### src/rtl/ctrl_pipe_if.sv
// Control-pipeline bus: ID-stage inputs and hazard controls in, per-stage control bits out.
// The core datapath holds the master side; ctrl_pipe holds the slave side.
interface ctrl_pipe_if #(
  parameter int RA_W    = 5,
  parameter int ALUOP_W = 3
);
  logic               id_valid;
  logic [5:0]         id_op;
  logic [RA_W-1:0]    id_rs;
  logic [RA_W-1:0]    id_rt;
  logic [RA_W-1:0]    id_rd;
  logic               stall_ext;
  logic               ex_taken;

  logic               stall_id;
  logic               flush_if;
  logic               illegal;
  logic               ex_regwrite;
  logic               ex_alusrc;
  logic               ex_branch;
  logic               ex_bne;
  logic               ex_memwrite;
  logic               ex_memtoreg;
  logic               ex_lb;
  logic [ALUOP_W-1:0] ex_aluop;
  logic [RA_W-1:0]    ex_wa;
  logic               mem_regwrite;
  logic               mem_memwrite;
  logic               mem_memtoreg;
  logic               mem_lb;
  logic [RA_W-1:0]    mem_wa;
  logic               wb_regwrite;
  logic               wb_memtoreg;
  logic [RA_W-1:0]    wb_wa;

  modport slave (
    input  id_valid, id_op, id_rs, id_rt, id_rd, stall_ext, ex_taken,
    output stall_id, flush_if, illegal,
           ex_regwrite, ex_alusrc, ex_branch, ex_bne, ex_memwrite, ex_memtoreg, ex_lb,
           ex_aluop, ex_wa,
           mem_regwrite, mem_memwrite, mem_memtoreg, mem_lb, mem_wa,
           wb_regwrite, wb_memtoreg, wb_wa
  );

  modport master (
    output id_valid, id_op, id_rs, id_rt, id_rd, stall_ext, ex_taken,
    input  stall_id, flush_if, illegal,
           ex_regwrite, ex_alusrc, ex_branch, ex_bne, ex_memwrite, ex_memtoreg, ex_lb,
           ex_aluop, ex_wa,
           mem_regwrite, mem_memwrite, mem_memtoreg, mem_lb, mem_wa,
           wb_regwrite, wb_memtoreg, wb_wa
  );
endinterface

### src/rtl/ctrl_pipe.sv
// Pipelined main decoder for the 5-stage MIPS core: decodes ID, carries controls through
// ID/EX, EX/MEM and MEM/WB, and resolves load-use stalls, branch/jump flushes and bubbles.
module ctrl_pipe #(
  parameter int RA_W        = 5,
  parameter int ALUOP_W     = 3,
  parameter int EN_LU_STALL = 1
) (
  input logic         clk,
  input logic         reset,
  ctrl_pipe_if.slave  bus
);

  localparam logic [5:0] OP_R    = 6'b000000;
  localparam logic [5:0] OP_LW   = 6'b100011;
  localparam logic [5:0] OP_SW   = 6'b101011;
  localparam logic [5:0] OP_BEQ  = 6'b000100;
  localparam logic [5:0] OP_BNE  = 6'b000101;
  localparam logic [5:0] OP_ADDI = 6'b001000;
  localparam logic [5:0] OP_J    = 6'b000010;
  localparam logic [5:0] OP_LB   = 6'b100000;
  localparam logic [5:0] OP_ANDI = 6'b001100;
  localparam logic [5:0] OP_ORI  = 6'b001101;
  localparam logic [5:0] OP_SLTI = 6'b001010;

  typedef struct packed {
    logic               regwrite;
    logic               alusrc;
    logic               branch;
    logic               bne;
    logic               memwrite;
    logic               memtoreg;
    logic               lb;
    logic [ALUOP_W-1:0] aluop;
    logic [RA_W-1:0]    wa;
  } idex_t;

  typedef struct packed {
    logic            regwrite;
    logic            memwrite;
    logic            memtoreg;
    logic            lb;
    logic [RA_W-1:0] wa;
  } exmem_t;

  typedef struct packed {
    logic            regwrite;
    logic            memtoreg;
    logic [RA_W-1:0] wa;
  } memwb_t;

  idex_t  idex_q,  idex_d,  idex_dec;
  exmem_t exmem_q, exmem_d;
  memwb_t memwb_q, memwb_d;

  logic dec_known, dec_regdst, dec_jump, uses_rt, uses_rs;
  logic lu_hit, lu_hazard, stall_id, flush_if;

  // Decode; unknown opcodes and empty ID slots fall through as an all-zero bubble.
  always_comb begin
    idex_dec   = '0;
    dec_known  = 1'b1;
    dec_regdst = 1'b0;
    dec_jump   = 1'b0;
    unique case (bus.id_op)
      OP_R:    begin idex_dec.regwrite = 1'b1; dec_regdst = 1'b1; idex_dec.aluop = ALUOP_W'(3'b010); end
      OP_LW:   begin idex_dec.regwrite = 1'b1; idex_dec.alusrc = 1'b1; idex_dec.memtoreg = 1'b1; end
      OP_LB:   begin idex_dec.regwrite = 1'b1; idex_dec.alusrc = 1'b1; idex_dec.memtoreg = 1'b1;
                     idex_dec.lb = 1'b1; end
      OP_SW:   begin idex_dec.alusrc = 1'b1; idex_dec.memwrite = 1'b1; end
      OP_BEQ:  begin idex_dec.branch = 1'b1; idex_dec.aluop = ALUOP_W'(3'b001); end
      OP_BNE:  begin idex_dec.bne = 1'b1; idex_dec.aluop = ALUOP_W'(3'b001); end
      OP_ADDI: begin idex_dec.regwrite = 1'b1; idex_dec.alusrc = 1'b1; end
      OP_ANDI: begin idex_dec.regwrite = 1'b1; idex_dec.alusrc = 1'b1; idex_dec.aluop = ALUOP_W'(3'b011); end
      OP_ORI:  begin idex_dec.regwrite = 1'b1; idex_dec.alusrc = 1'b1; idex_dec.aluop = ALUOP_W'(3'b100); end
      OP_SLTI: begin idex_dec.regwrite = 1'b1; idex_dec.alusrc = 1'b1; idex_dec.aluop = ALUOP_W'(3'b101); end
      OP_J:    dec_jump = 1'b1;
      default: dec_known = 1'b0;
    endcase
    idex_dec.wa = dec_regdst ? bus.id_rd : bus.id_rt;
    if (!bus.id_valid || !dec_known) begin
      idex_dec = '0;
      dec_jump = 1'b0;
    end
  end

  assign uses_rt = (bus.id_op == OP_R) || (bus.id_op == OP_SW) ||
                   (bus.id_op == OP_BEQ) || (bus.id_op == OP_BNE);
  assign uses_rs = (bus.id_op != OP_J);

  // Register 0 never carries a hazard even when a load targets it.
  assign lu_hit = idex_q.memtoreg && idex_q.regwrite && (idex_q.wa != '0) && bus.id_valid &&
                  (((idex_q.wa == bus.id_rs) && uses_rs) || ((idex_q.wa == bus.id_rt) && uses_rt));
  assign lu_hazard = (EN_LU_STALL != 0) && lu_hit;

  always_comb begin
    idex_d   = idex_q;
    exmem_d  = exmem_q;
    memwb_d  = memwb_q;
    stall_id = 1'b0;
    flush_if = 1'b0;
    if (!bus.stall_ext) begin
      exmem_d = '{regwrite: idex_q.regwrite, memwrite: idex_q.memwrite,
                  memtoreg: idex_q.memtoreg, lb: idex_q.lb, wa: idex_q.wa};
      memwb_d = '{regwrite: exmem_q.regwrite, memtoreg: exmem_q.memtoreg, wa: exmem_q.wa};
      idex_d  = '0;
      if (bus.ex_taken)     flush_if = 1'b1;
      else if (lu_hazard)   stall_id = 1'b1;
      else if (dec_jump)    flush_if = 1'b1;
      else                  idex_d   = idex_dec;
    end
  end

  always_ff @(posedge clk or negedge reset) begin
    if (!reset) begin
      idex_q  <= '0;
      exmem_q <= '0;
      memwb_q <= '0;
    end else begin
      idex_q  <= idex_d;
      exmem_q <= exmem_d;
      memwb_q <= memwb_d;
    end
  end

  assign bus.stall_id     = stall_id;
  assign bus.flush_if     = flush_if;
  assign bus.illegal      = bus.id_valid && !dec_known;
  assign bus.ex_regwrite  = idex_q.regwrite;
  assign bus.ex_alusrc    = idex_q.alusrc;
  assign bus.ex_branch    = idex_q.branch;
  assign bus.ex_bne       = idex_q.bne;
  assign bus.ex_memwrite  = idex_q.memwrite;
  assign bus.ex_memtoreg  = idex_q.memtoreg;
  assign bus.ex_lb        = idex_q.lb;
  assign bus.ex_aluop     = idex_q.aluop;
  assign bus.ex_wa        = idex_q.wa;
  assign bus.mem_regwrite = exmem_q.regwrite;
  assign bus.mem_memwrite = exmem_q.memwrite;
  assign bus.mem_memtoreg = exmem_q.memtoreg;
  assign bus.mem_lb       = exmem_q.lb;
  assign bus.mem_wa       = exmem_q.wa;
  assign bus.wb_regwrite  = memwb_q.regwrite;
  assign bus.wb_memtoreg  = memwb_q.memtoreg;
  assign bus.wb_wa        = memwb_q.wa;

endmodule

### src/flat_wrapper.sv
// flat-port wrapper written by rule: the top's interface ports become plain ports
module ctrl_pipe_flat 
#(
  parameter int RA_W        = 5,
  parameter int ALUOP_W     = 3,
  parameter int EN_LU_STALL = 1
)
  (clk, reset, bus_id_valid, bus_id_op, bus_id_rs, bus_id_rt, bus_id_rd, bus_stall_ext, bus_ex_taken, bus_stall_id, bus_flush_if, bus_illegal, bus_ex_regwrite, bus_ex_alusrc, bus_ex_branch, bus_ex_bne, bus_ex_memwrite, bus_ex_memtoreg, bus_ex_lb, bus_ex_aluop, bus_ex_wa, bus_mem_regwrite, bus_mem_memwrite, bus_mem_memtoreg, bus_mem_lb, bus_mem_wa, bus_wb_regwrite, bus_wb_memtoreg, bus_wb_wa);
  ctrl_pipe_if #(.RA_W(RA_W), .ALUOP_W(ALUOP_W)) bus_i ();
  input logic clk;
  input logic reset;
  input wire logic [$bits(bus_i.id_valid)-1:0] bus_id_valid;
  input wire logic [$bits(bus_i.id_op)-1:0] bus_id_op;
  input wire logic [$bits(bus_i.id_rs)-1:0] bus_id_rs;
  input wire logic [$bits(bus_i.id_rt)-1:0] bus_id_rt;
  input wire logic [$bits(bus_i.id_rd)-1:0] bus_id_rd;
  input wire logic [$bits(bus_i.stall_ext)-1:0] bus_stall_ext;
  input wire logic [$bits(bus_i.ex_taken)-1:0] bus_ex_taken;
  output wire logic [$bits(bus_i.stall_id)-1:0] bus_stall_id;
  output wire logic [$bits(bus_i.flush_if)-1:0] bus_flush_if;
  output wire logic [$bits(bus_i.illegal)-1:0] bus_illegal;
  output wire logic [$bits(bus_i.ex_regwrite)-1:0] bus_ex_regwrite;
  output wire logic [$bits(bus_i.ex_alusrc)-1:0] bus_ex_alusrc;
  output wire logic [$bits(bus_i.ex_branch)-1:0] bus_ex_branch;
  output wire logic [$bits(bus_i.ex_bne)-1:0] bus_ex_bne;
  output wire logic [$bits(bus_i.ex_memwrite)-1:0] bus_ex_memwrite;
  output wire logic [$bits(bus_i.ex_memtoreg)-1:0] bus_ex_memtoreg;
  output wire logic [$bits(bus_i.ex_lb)-1:0] bus_ex_lb;
  output wire logic [$bits(bus_i.ex_aluop)-1:0] bus_ex_aluop;
  output wire logic [$bits(bus_i.ex_wa)-1:0] bus_ex_wa;
  output wire logic [$bits(bus_i.mem_regwrite)-1:0] bus_mem_regwrite;
  output wire logic [$bits(bus_i.mem_memwrite)-1:0] bus_mem_memwrite;
  output wire logic [$bits(bus_i.mem_memtoreg)-1:0] bus_mem_memtoreg;
  output wire logic [$bits(bus_i.mem_lb)-1:0] bus_mem_lb;
  output wire logic [$bits(bus_i.mem_wa)-1:0] bus_mem_wa;
  output wire logic [$bits(bus_i.wb_regwrite)-1:0] bus_wb_regwrite;
  output wire logic [$bits(bus_i.wb_memtoreg)-1:0] bus_wb_memtoreg;
  output wire logic [$bits(bus_i.wb_wa)-1:0] bus_wb_wa;
  assign bus_i.id_valid = bus_id_valid;
  assign bus_i.id_op = bus_id_op;
  assign bus_i.id_rs = bus_id_rs;
  assign bus_i.id_rt = bus_id_rt;
  assign bus_i.id_rd = bus_id_rd;
  assign bus_i.stall_ext = bus_stall_ext;
  assign bus_i.ex_taken = bus_ex_taken;
  assign bus_stall_id = bus_i.stall_id;
  assign bus_flush_if = bus_i.flush_if;
  assign bus_illegal = bus_i.illegal;
  assign bus_ex_regwrite = bus_i.ex_regwrite;
  assign bus_ex_alusrc = bus_i.ex_alusrc;
  assign bus_ex_branch = bus_i.ex_branch;
  assign bus_ex_bne = bus_i.ex_bne;
  assign bus_ex_memwrite = bus_i.ex_memwrite;
  assign bus_ex_memtoreg = bus_i.ex_memtoreg;
  assign bus_ex_lb = bus_i.ex_lb;
  assign bus_ex_aluop = bus_i.ex_aluop;
  assign bus_ex_wa = bus_i.ex_wa;
  assign bus_mem_regwrite = bus_i.mem_regwrite;
  assign bus_mem_memwrite = bus_i.mem_memwrite;
  assign bus_mem_memtoreg = bus_i.mem_memtoreg;
  assign bus_mem_lb = bus_i.mem_lb;
  assign bus_mem_wa = bus_i.mem_wa;
  assign bus_wb_regwrite = bus_i.wb_regwrite;
  assign bus_wb_memtoreg = bus_i.wb_memtoreg;
  assign bus_wb_wa = bus_i.wb_wa;
  ctrl_pipe #(.RA_W(RA_W), .ALUOP_W(ALUOP_W), .EN_LU_STALL(EN_LU_STALL)) u_core (.clk(clk), .reset(reset), .bus(bus_i));
endmodule
### config.mk
export PLATFORM = sky130hd
export DESIGN_NAME = ctrl_pipe_flat
export DESIGN_NICKNAME = d
export VERILOG_FILES = /design/src/rtl/ctrl_pipe_if.sv /design/src/rtl/ctrl_pipe.sv /design/src/flat_wrapper.sv
export SDC_FILE = /design/constraint.sdc
export NUM_CORES = 1
export LEC_CHECK = 0
export ABC_CLOCK_PERIOD_IN_PS = 2400
export CELL_PAD_IN_SITES_DETAIL_PLACEMENT = 0
export CELL_PAD_IN_SITES_GLOBAL_PLACEMENT = 1
export CORE_MARGIN = 3
export CORE_UTILIZATION = 34
export DETAILED_ROUTE_END_ITERATION = 7
export PLACE_DENSITY_LB_ADDON = 0.05
export SLEW_MARGIN = 20
export SYNTH_ARGS = -nofsm -noshare
export SYNTH_HDL_FRONTEND = slang
export SYNTH_SLANG_ARGS = --single-unit
export TNS_END_PERCENT = 1
### constraint.sdc
create_clock -name clk -period 2.4 [get_ports clk]
set_clock_uncertainty 0.1 [all_clocks]
set_input_delay 0.48 -clock clk [delete_from_list [all_inputs] [get_ports clk]]
set_output_delay 0.48 -clock clk [all_outputs]
set_load 0.01 [all_outputs]
Word-level counts from Yosys, hierarchy flattened --
Index checks and enable logic that the tools add are counted. W data, S select, Z words.
Storage, ports and cells: flip-flop bits (word level) 31, input bits 26, output and inout bits 34, logic and storage cells 75
Operators by class: equality and inequality tests 13, mux-type cells 24, reductions and logical operators 21
Operators by type and width (number):
- $mux W15 | 4
- $eq A6 B4 Y1 const B | 4
- $eq A6 B6 Y1 const B | 3
- $mux W1 | 18
- $pmux W3 S5 | 1
- $reduce_or A7 Y1 | 2
- $eq A6 B3 Y1 const B | 2
- $reduce_or A11 Y1 | 1
- $eq A5 B5 Y1 | 2
- $logic_and A1 B1 Y1 | 7
- $eq A6 B2 Y1 const B | 1
- $logic_not A6 Y1 | 1
- $ne A6 B2 Y1 const B | 1
- $logic_or A1 B1 Y1 | 5
- $mux W5 | 1
- $reduce_bool A5 Y1 | 1
- $reduce_or A2 Y1 | 2
- $logic_not A1 Y1 | 2

Longest topological paths before layout --
word-level depth 10, mapped depth 7, gate-level depth less buffers 5

Worst setup path before layout --
Ideal clock, no wire load.
path type input-to-output, start point input port bus_id_op[2], end point output port bus_stall_id, arrival time 1.768 ns, required time 1.820 ns, setup slack 0.052 ns, stages 6, buffers on the path 1, cells stage by stage buf_4 > nand3b_1 > a2bb2oi_1 > or3_1 > o32a_1 > nor3_1
Between the ends: word-level cells in the longest chain between the ends 10, elaborated cells between the ends (all ways) 15, classes of those cells eq/ne (4); mux (3); reduce/logical (8)
Ends and longest elaborated chain:
- start, declared | line flat_wrapper.sv:13 | input wire logic [$bits(bus_i.id_op)-1:0] bus_id_op;
- $eq A6 B6 Y1 / $logic_not A6 Y1 (equally long branches) | line ctrl_pipe.sv:86 | assign uses_rt = (bus.id_op == OP_R) || (bus.id_op == OP_SW) ||
- $logic_or A1 B1 Y1 (2 in a row) | line ctrl_pipe.sv:86
- $logic_or A1 B1 Y1 | line ctrl_pipe.sv:87 | (bus.id_op == OP_BEQ) || (bus.id_op == OP_BNE);
- $logic_and A1 B1 Y1 | line ctrl_pipe.sv:92 | (((idex_q.wa == bus.id_rs) && uses_rs) || ((idex_q.wa == bus.id_rt) && uses_rt));
- $logic_or A1 B1 Y1 * | line ctrl_pipe.sv:92
- $logic_and A1 B1 Y1 * | line ctrl_pipe.sv:91 | assign lu_hit = idex_q.memtoreg && idex_q.regwrite && (idex_q.wa != '0) && bus.id_valid &&
- $mux W1 * | line ctrl_pipe.sv:107 | else if (lu_hazard) stall_id = 1'b1;
- $mux W1 * | line ctrl_pipe.sv:106 | if (bus.ex_taken) flush_if = 1'b1;
- $mux W1 * | line ctrl_pipe.sv:101 | if (!bus.stall_ext) begin
- end, declared | line flat_wrapper.sv:19 | output wire logic [$bits(bus_i.stall_id)-1:0] bus_stall_id;
Mark *: on every way between the ends. The rest lies on a longest branch, timed or not.

Worst setup path after layout --
start point input port bus_id_op[0], end point output port bus_stall_id
The elaborated chain is that of the path after synthesis.

==> out/metrics.yaml <==
status: "finished, violations left"
violations: "negative setup slack"
dp.cells: 322
cts_tree: "done"
r2r-end: "u_core.bus.ex_aluop[1]"
period_share: 1.04
dr.pass1.iters: 4
final_util: 0.620
cellPowerDensity_mw_per_mm2: 412
cts_max_level: 2
fp-row-count: 25
fmax_mhz: 399
ios: 60
drc: 0
dpl_worst_slack_ns: -0.818
synth_edf_count: 0
coreArea_mm2: 0.00485
ys_warn_count: 0
r2r_cells: 10
fillers: 420
worstSetupPathType: "in -> out"
die_w_um: 77.7
worst-r2r-setup-slack_ns: 0.12
min_path_type: "reg -> reg"
tightest_slew_ns: 0.405
synth.most_common_cell: "dfrtp_1"
synthArstFlopShare: 1.00
min_to: "u_core.bus.ex_aluop[1]"
slew_headroom: 0.727
die_y_um: 77.7
drt-total-wl_um: 5140
track_usage: 0.186
max_cap_viol_count: 0
setup_violations: 2
synth_area_mm2: 0.00175
clk_pin_slew_worst_paths_ns: 0.06
grt_overflow: 0
grt_pass1_wl_um: 9030
cellLeakagePower_nw: 1.41
synth_flop_cell: "dfrtp_1"
root_buffer: "clkbuf_8"
timing.final.ws_setup_ns: -0.104
synthDistinctLibCells: 39
syn_area_per_cell_um2: 10.6
globalplace.congestion: 0.836
cp.required_ns: 1.82
ys_seq_area_frac: 0.444
finalSetupTns_ns: -0.105
cts_sinks: 31
drtIter0Drc: 79
fin_cells: 352
routed-via-count: 1727
synth_top_cells_by_area: "dfrtp_1 (44%), mux2_2 (10%), xnor2_1 (5.5%)"
die_area_mm2: 0.00604
synth_nets: 191
rr_startpoint: "u_core.bus.ex_wa[4]"
grt_max_degree: 32
hold_viol: 0
synth_cells: 165
hold_start: "u_core.bus.ex_aluop[1]"
ant_nets: 0
slew_viol_final: 0
whs_path_depth: 2
dp_hpwl_um: 3750
antenna_found_initial: 0
clock_path_buffers: 2
drive_above_1_share: 0.404
cp-end-kind: "primary output"
peakVddDrop_v: 0.000229
post_drt_wl_per_cell_um: 14.6
avgViaCountPerCell: 4.91
port_buffers: 59
synth_top_area_share: 0.444
cts_buffers: 5
grt_pass1_vias: 1900
yosys.area.top_type: "dfrtp_1"
antenna_cells: 0
synth_seq_cells: 31
cp-start-kind: "input port"
start_util: 0.361
synthToLayoutAreaGrowth_pct: 72.1
synth_commonest_cells: "dfrtp_1 (31), mux2_2 (16), nand2_1 (15), nor2_1 (11), xnor2_1 (11)"
clk_latency_ns: 0.28
finalCriticalPeriod_ns: 2.50
crit_path_max_fanout: 3
fin_nets: 310
cp.arrival_ns: 1.92
grt_setup_unrepaired: "yes"
-- critical path: stages --
cell	delay, ns
dlygate4sd2_1	0.25
buf_4	0.14
nand2b_1	0.10
a2bb2oi_2	0.08
or3_1	0.39
o32a_1	0.21
nor3_2	0.12
buf_2	0.15
-- sequential cells by signal, summed over array words and instances, names as in the netlist, 3 cells and up --
signal	cells
u_core.bus.ex_aluop	3
u_core.bus.mem_wa	5
u_core.bus.ex_wa	5
u_core.bus.wb_wa	5
-- placed cells by master, fill, tap and decap left out, types with 4 or more instances in the layout --
master,synthesis,routed
a21oi_1,4,4
buf_4,2,62
clkbuf_8,0,7
clkdlybuf4s50_1,0,40
dfrtp_1,31,30
dlygate4sd2_1,0,12
mux2_2,16,16
mux2i_1,6,6
nand2_1,15,14
nand2b_1,4,4
nand3_1,4,4
nand4_1,4,4
nor2_1,11,11
o21ai_0,4,4
o41ai_2,5,6
xnor2_1,11,7
xnor2_2,0,4
-- area by class of cell --
class,instances,area (um2),share of cell area
flip-flops and latches,31,777,0.258
inverters,3,11.3,0.00374
repair buffers,123,1050,0.348
clock buffers,8,100,0.0333
well taps,67,83.8,0.0279
multi-input cells,120,990,0.329
-- timing repair --
action                                  in CTS  in global routing
resized for setup                           46                  8
endpoints found under the setup margin      13                 16
setup buffers                               22                  0
hold buffers                                 0                  0
pin swaps                                   12                  6
-- per-layer routing --
layer	GRT usage	part of all wire	vias up
li1	-	-	838
met3	0.0336	0.043	8
met2	0.318	0.49	53
met5	0	0	-
met4	0.0569	0.015	0
met1	0.238	0.45	828
-- stage by stage --
stage	area [um2]	total power, mW	hold WS, ns
final	3010	1.24	0.390
after CTS	2990	1.24	0.403
after global routing	3010	1.29	0.420
after global placement	2680	0.762	0.374
after floorplan	1750	0.635	0.0844
after detailed placement	2680	0.766	0.377
-- worst max path at each step --
stage,cells after the start,start,end,slack [ns]
after detailed placement,7,bus_id_op[2],bus_stall_id,-0.82
after global placement,7,bus_id_op[2],bus_stall_id,-0.79
after CTS,6,u_core.bus.ex_wa[0],bus_stall_id,-0.14
after floorplan,6,bus_id_op[2],bus_stall_id,0.05
final,8,bus_id_op[0],bus_stall_id,-0.10
after global routing,6,u_core.bus.ex_wa[0],bus_stall_id,-0.19
-- power by group --
part / internal (mW) / total (mW) / switching (mW) / leakage [nW]
logic: 0.133 / 0.242 / 0.109 / 0.930
registers: 0.531 / 0.536 / 0.00562 / 0.430
clock network: 0.262 / 0.461 / 0.199 / 0.0515
total: 0.926 / 1.24 / 0.314 / 1.41
-- cells by family after synthesis --
group	synth area share
and+or+nand+nor	0.182
xor gates and xnor gates	0.0551
AOI/OAI and AO/OA	0.142
buffers and inverters	0.0401
DFF	0.444
muxes	0.137
No activity file was read; power rests on OpenSTA's default activity.
